## src/rtl/pwm_capture.sv

```systemverilog
// pwm_capture: measures high time and period of an asynchronous PWM input,
// counted in enabled samples (clk_en_i), and flags a pin stuck high or low.
//
// Ports:
//   clk_i         system clock, rising edge
//   rstn_i        asynchronous active-low reset
//   clk_en_i      sample enable; state advances only on enabled edges
//   PWM_pin_i     asynchronous PWM waveform
//   timeout_i     stuck-detect limit in enabled samples (0 = disabled)
//   high_cnt_o    last published high time
//   period_cnt_o  last published period
//   valid_STRB_o  one-cycle pulse following each publish
//   stuck_high_o  pin held high for timeout_i samples
//   stuck_low_o   pin held low (or never toggled) for timeout_i samples
module pwm_capture #(
  parameter int CNT_BITWIDTH = 8,
  parameter int SYNC_STAGES  = 2
) (
  input  logic                    clk_i,
  input  logic                    rstn_i,
  input  logic                    clk_en_i,
  input  logic                    PWM_pin_i,
  input  logic [CNT_BITWIDTH-1:0] timeout_i,
  output logic [CNT_BITWIDTH-1:0] high_cnt_o,
  output logic [CNT_BITWIDTH-1:0] period_cnt_o,
  output logic                    valid_STRB_o,
  output logic                    stuck_high_o,
  output logic                    stuck_low_o
);

  typedef enum logic [1:0] {IDLE, HIGH, LOW, STUCK} state_t;

  state_t                  state_q, state_d;
  logic [SYNC_STAGES-1:0]  sync_q;
  logic                    prev_q;
  logic                    sync_out, rise, fall, timeout_hit;
  logic [CNT_BITWIDTH-1:0] cnt_q, high_reg_q;

  logic                    pub, latch_high, set_sh, set_sl, clr_sh, clr_sl;
  logic [CNT_BITWIDTH-1:0] pub_high, pub_period;

  // Synchronizer and history flop reset high: a pin already high at release
  // gives no rise, a pin low gives a fall that IDLE ignores.
  always_ff @(posedge clk_i or negedge rstn_i) begin
    if (!rstn_i) begin
      sync_q <= '1;
      prev_q <= 1'b1;
    end else if (clk_en_i) begin
      sync_q <= {sync_q[SYNC_STAGES-2:0], PWM_pin_i};
      prev_q <= sync_q[SYNC_STAGES-1];
    end
  end

  assign sync_out = sync_q[SYNC_STAGES-1];
  assign rise     = sync_out & ~prev_q;
  assign fall     = ~sync_out & prev_q;
  // Equality only: a limit lowered below the running count never fires.
  assign timeout_hit = (timeout_i != '0) && (cnt_q == timeout_i) && !rise && !fall;

  always_ff @(posedge clk_i or negedge rstn_i) begin
    if (!rstn_i) state_q <= IDLE;
    else if (clk_en_i) state_q <= state_d;
  end

  // Outside STUCK, the synchronized level decides which stuck flag a timeout
  // raises: HIGH always has sync_out=1, LOW always 0, IDLE may be either.
  always_comb begin
    state_d    = state_q;
    pub        = 1'b0;
    pub_high   = '0;
    pub_period = '0;
    latch_high = 1'b0;
    set_sh     = 1'b0;
    set_sl     = 1'b0;
    clr_sh     = 1'b0;
    clr_sl     = 1'b0;
    case (state_q)
      STUCK: begin
        if (rise) begin
          clr_sh  = 1'b1;
          clr_sl  = 1'b1;
          state_d = HIGH;
        end else if (fall) begin
          clr_sh  = 1'b1;
          state_d = IDLE;
        end
      end
      default: begin
        if (state_q == IDLE && rise) begin
          state_d = HIGH;
        end else if (state_q == HIGH && fall) begin
          latch_high = 1'b1;
          state_d    = LOW;
        end else if (state_q == LOW && rise) begin
          pub        = 1'b1;
          pub_high   = high_reg_q;
          pub_period = cnt_q;
          state_d    = HIGH;
        end else if (timeout_hit) begin
          pub        = 1'b1;
          pub_period = timeout_i;
          state_d    = STUCK;
          if (sync_out) begin
            pub_high = timeout_i;
            set_sh   = 1'b1;
          end else begin
            set_sl   = 1'b1;
          end
        end
      end
    endcase
  end

  always_ff @(posedge clk_i or negedge rstn_i) begin
    if (!rstn_i) begin
      cnt_q        <= '0;
      high_reg_q   <= '0;
      high_cnt_o   <= '0;
      period_cnt_o <= '0;
      valid_STRB_o <= 1'b0;
      stuck_high_o <= 1'b0;
      stuck_low_o  <= 1'b0;
    end else begin
      // Strobe is updated every clock so it drops after one cycle even when
      // the following cycle is not enabled.
      valid_STRB_o <= clk_en_i & pub;
      if (clk_en_i) begin
        if (rise) cnt_q <= CNT_BITWIDTH'(1);
        else if (cnt_q != '1) cnt_q <= cnt_q + CNT_BITWIDTH'(1);
        if (latch_high) high_reg_q <= cnt_q;
        if (pub) begin
          high_cnt_o   <= pub_high;
          period_cnt_o <= pub_period;
        end
        if (set_sh) begin
          stuck_high_o <= 1'b1;
          stuck_low_o  <= 1'b0;
        end else if (set_sl) begin
          stuck_low_o  <= 1'b1;
          stuck_high_o <= 1'b0;
        end else begin
          if (clr_sh) stuck_high_o <= 1'b0;
          if (clr_sl) stuck_low_o  <= 1'b0;
        end
      end
    end
  end

endmodule

```

## config.mk

```make
export PLATFORM = sky130hd
export DESIGN_NAME = pwm_capture
export DESIGN_NICKNAME = d
export VERILOG_FILES = /design/src/rtl/pwm_capture.sv
export SDC_FILE = /design/constraint.sdc
export NUM_CORES = 1
export LEC_CHECK = 0
export ABC_AREA = 1
export CAP_MARGIN = 40
export CORE_MARGIN = 4
export CORE_UTILIZATION = 54
export CTS_CLUSTER_SIZE = 40
export DETAILED_ROUTE_END_ITERATION = 10
export PLACE_DENSITY_LB_ADDON = 0.12
export SLEW_MARGIN = 30
export SYNTH_ARGS = -nofsm -noshare
export SYNTH_HDL_FRONTEND = slang
export SYNTH_SLANG_ARGS = --single-unit
```

## constraint.sdc

```tcl
create_clock -name clk_i -period 2.45 [get_ports clk_i]
set_input_delay 0.49 -clock clk_i [delete_from_list [all_inputs] [get_ports clk_i]]
set_output_delay 0.49 -clock clk_i [all_outputs]
set_load 0.005 [all_outputs]
```

* After elaboration in Yosys (flattened, before gate mapping)
Cells that the tools add are included.
** Cells by class
- Equal/unequal tests :: 6
- Reductions and logical operators :: 20
- Multiplexer cells :: 51
- Bitwise gates (word level) :: 5
- $add $sub $neg :: 1
** Operator list (number)
- 2-to-1 mux 8 bit :: 13
- 2-to-1 mux 1 bit :: 31
- 2-to-1 mux 2 bit :: 7
- AND reduction 2 bit :: 5
- adder 8 x 1 -> 8 bit, second input constant :: 1
- == test 8 bit :: 1
- inequality test 8 bit, second input constant :: 1
- nonzero test 8 bit :: 1
- logical AND 1 bit :: 6
- nonzero test 3 bit :: 2
- nonzero test 5 bit :: 1
- == test 2 bit, second input constant :: 2
- AND 1 bit :: 3
- inequality test 3 bit, second input constant :: 1
- AND reduction 3 bit :: 1
- == test 2 x 1 -> 1 bit, second input constant :: 1
- logical NOT 1 bit :: 2
- logical NOT 2 bit :: 1
- NOT 1 bit :: 2
- nonzero test 2 bit :: 1
** Storage, ports and cells
- Output and inout bits :: 19
- Register bits after elaboration :: 40
- Input port bits :: 12
- Word-level logic and storage cells :: 93

* Longest topological paths before layout
- Depth after elaboration :: 12
- Depth in mapped cells :: 13
- Mapped depth without buffers :: 13

* Worst setup path before layout
Ideal clock, no wire load.
- Kind :: reg-to-reg
- Start point :: register sync_q[1]
- End point :: register period_cnt_o[7]
- Period minus slack after synthesis :: 1.739 ns
- Path buffers :: 1
- Setup time :: 0.118 ns
- Data arrival time :: 1.621 ns
- Cell stages (with the launch flop) :: 14
- Slack :: 0.711 ns
- Path through :: dfstp_2 inv_1 ha_1 inv_1 nand2_1 nor2_1 nand2_1 nor2_1 nand2_1 nand2_2 nand2_4 buf_6 nand2_1 nand2_1
** Between the ends
- Cells in the longest elaborated chain, start to end :: 10
- Elaborated cells between the ends (all ways) :: 21
- Those cells by class :: mux (10); bitwise (3); reduce/logical (8)
** Ends and longest elaborated chain
- start, declared :: line 34 : logic [SYNC_STAGES-1:0] sync_q;
- start signal, assigned :: line 49 : sync_q <= {sync_q[SYNC_STAGES-2:0], PWM_pin_i};
- AND 1 bit or NOT 1 bit (tied branches) :: line 55, 56
- logical NOT 1 bit or AND 1 bit (tied branches) :: line 58, 56
- logical AND 1 bit or logical NOT 1 bit (tied branches) :: line 58 : assign timeout_hit = (timeout_i != '0) && (cnt_q == timeout_i) && !rise && !fall;
- logical AND 1 bit :: line 58
- 2-to-1 mux 1 bit :: line 99 : end else if (timeout_hit) begin
- 2-to-1 mux 1 bit :: line 94 : end else if (state_q == LOW && rise) begin
- 2-to-1 mux 1 bit :: line 91 : end else if (state_q == HIGH && fall) begin
- 2-to-1 mux 1 bit :: line 89 : if (state_q == IDLE && rise) begin
- 2-to-1 mux 1 bit :: line 77 : case (state_q)
- AND reduction 2 bit (no line)
- end signal, assigned :: line 133 : period_cnt_o <= pub_period;
- end, declared :: line 25 : output logic [CNT_BITWIDTH-1:0] period_cnt_o,
Parallel ways exist; a longest one is shown, timed or not.
A chain may end at the register's enable or synchronous reset.

* Final worst setup path
- Start point :: register sync_q[1]
- End point :: register high_cnt_o[7]
** Between the ends
- Cells in the longest elaborated chain, start to end :: 10
- Elaborated cells between the ends (all ways) :: 22
- Those cells by class :: mux (11); bitwise (3); reduce/logical (8)
** Ends and longest elaborated chain
- AND 1 bit or NOT 1 bit (tied branches) :: line 55, 56
- logical NOT 1 bit or AND 1 bit (tied branches) :: line 58, 56
- logical AND 1 bit or logical NOT 1 bit (tied branches) :: line 58
- logical AND 1 bit :: line 58
- 2-to-1 mux 1 bit :: line 99
- 2-to-1 mux 1 bit :: line 94
- 2-to-1 mux 1 bit :: line 91
- 2-to-1 mux 1 bit :: line 89
- 2-to-1 mux 1 bit :: line 77
- AND reduction 2 bit (no line)
- end signal, assigned :: line 132 : high_cnt_o <= pub_high;
- end, declared :: line 24 : output logic [CNT_BITWIDTH-1:0] high_cnt_o,
Parallel ways exist; a longest one is shown, timed or not.

==> reports/qor.csv <==
metric,value,unit
drv_cap,0,
routabilityCongestion,0.908,
final_antenna_net_count,0,
netlist_instances,321,
final_hold_viol_count,0,
finalPower,2520,uW
area_delta_synth_final,22.5,%
cts_made_buffers,5,
setup_tns,0,ps
clock-sinks,40,
root_buffer,clkbuf_8,
synth.distinct_cells,23,
synthesis.nets,336,
tightest_slew,506,ps
cp.arrival,2170,ps
cts_tree,built,
outcome,"complete, no violations",
syn-cell-area,2240,um^2
ir_drop,0.506,mV
whs,151,ps
first_global_vias,2074,
vias_per_cell,5.06,
fin_crit,1940,ps
p_leak,0.00147,uW
multi_input_area,1050,um^2
slew_violations,0,
rsz0062_at_grt,no,
regArea,1000,um^2
clock_skew,9.29,ps
max-slew-margin-rel,66.2,%
layout.cells.non_filler,409,
place_inst,401,
vias,2070,
yosysSeqAreaShare,44.9,%
layout_commonest_cell,nand2_1,
htree_levels,2,
crit_chain,inv_1 -> ha_1 -> inv_1 -> nor3_2 -> nor2_1 -> o21ai_0 -> nor2_1 -> nand2_4 -> inv_2 -> nand2_1 -> nand2_1,
grt_remaining_overflow,0,
power_density,920,nW/um^2
die_h,72.4,um
drt_wl_total,5.46,mm
wl_per_cell,13.4,um
start_util,56.0,%
postCtsHoldBufs,0,
grt_pass1_wl,9.52,mm
worstSetupPathType,reg2reg,
gr-usage-all-layers,23.4,%
drc,0,
yosysWarnings,0,
worstPathRequired,2680,ps
slowest_delay,560,ps
drt_iter0_markers,107,
crit_start,sync_q[1],
syn_avg_cell_area,6.97,um^2
crit_buf_inv,3,
num-nets-final,373,
worstSetupStartpointType,flop,
final_cell_mix,"nand2_1 (131), dfrtp_1 (37), nor2_1 (34), inv_1 (33), clkdlybuf4s50_1 (29)",
portBuffers,30,
die_width,72.4,um
antenna_found_initial,0,
finalCritPeriodShare,79.3,%
drive_gt1_share,8.08,%
clkTransAtPathRegs,80,ps
n_antenna_cell,0,
cts_resized,0,
crit_path_end_kind,flop,
clk_latency,290,ps
fmax,0.515,GHz
cpMaxStageDelayCell,dfstp_2,
first_pass_iters,4,
grt_max_degree,22,
core_area,4000,um^2
fp-row-count,23,
dp_hpwl,4.28,mm
synth_seq_cells,40,
setup_violations,0,
postCtsSetupRepairBufs,0,
num_io_pins,31,
path_delay_family,simple AND/OR/NAND/NOR gates,
critPathMaxFanout,19,
r2r-start,sync_q[1],
fillCellCount,363,
hp-class,in2async,
fp.dieArea,5240,um^2
cts_buffer_depth,2,
-- where the power goes --
group / switching (uW) / internal, uW / leakage, uW
registers: 156 / 897 / 0.000511
clock network: 223 / 302 / 0.0000552
logic: 477 / 467 / 0.000906
-- layer usage --
layer / vias up / wire [um] / GRT usage (%)
li1: 1084 / - / -
met1: 915 / 2560 / 31.2
met2: 65 / 2530 / 39.5
met3: 6 / 299 / 3.60
met4: 0 / 61 / 6.97
met5: - / 0 / 0
-- stage by stage --
step	worst slack (ps)	util, %	instance area, um^2
final	508	68.6	2740
after global routing	283	68.6	2740
after CTS	498	68.6	2740
after detailed placement	223	65.9	2640
after global placement	239	65.2	2610
after floorplan	711	-	2240
-- sequential cells by signal, summed over array words and instances, names as in the netlist --
name,flops
cnt_q,8
high_cnt_o,8
high_reg_q,8
period_cnt_o,8
prev_q,1
state_q,2
stuck_high_o,1
stuck_low_o,1
sync_q,2
valid_STRB_o,1
-- logic make-up (layout without fill, tap and decap cells) --
family                     after synthesis  count (layout)  share of synthesized area, %
adders and majority gates                3               3                          1.68
and+or+nand+nor                        200             200                          37.4
AOI/OAI and AO/OA                       30              30                          6.88
xor gates and xnor gates                 2               2                         0.783
buffers and inverters                   46              84                          8.38
DFF                                     40              40                          44.9
-- final timing paths --
path | slack [ps] | cells after the start | end
hold / removal | 150 | 1 | high_cnt_o[1]
setup / recovery | 510 | 11 | high_cnt_o[7]
setup reg to reg | 510 | 11 | high_cnt_o[7]
min in group clk_i | 470 | 2 | sync_q[0]
hold reg to reg | 470 | 2 | sync_q[0]
max in group asynchronous | 1740 | 2 | sync_q[0]
-- cell type report --
cell class	count	area share, %
multi-input cells	235	38.1
flip-flops and latches	40	36.6
repair buffers	39	14.0
inverters	37	5.06
clock buffers	6	2.65
well taps	50	2.28
clock inverters	2	1.28
-- cell usage after synthesis --
cell	n	area share, %
nand2_1	131	22
dfrtp_1	37	41
nor2_1	34	5.7
inv_1	33	5.5
o21ai_0	21	4.7
nand4_1	17	4.8
a21oi_1	8	1.8
nand3_1	8	1.8
clkbuf_1	4	0.67
inv_2	4	0.67
buf_2	3	0.67
dfstp_2	3	3.5
ha_1	3	1.7
nand3b_1	3	1.0
nor3_1	3	0.67
xor2_1	2	0.78
buf_4	1	0.34
buf_6	1	0.50
nand2_2	1	0.28
nand2_4	1	0.50
nor3_2	1	0.45
o21ai_2	1	0.39
or2_2	1	0.28
(Power assumes the default switching activity.)
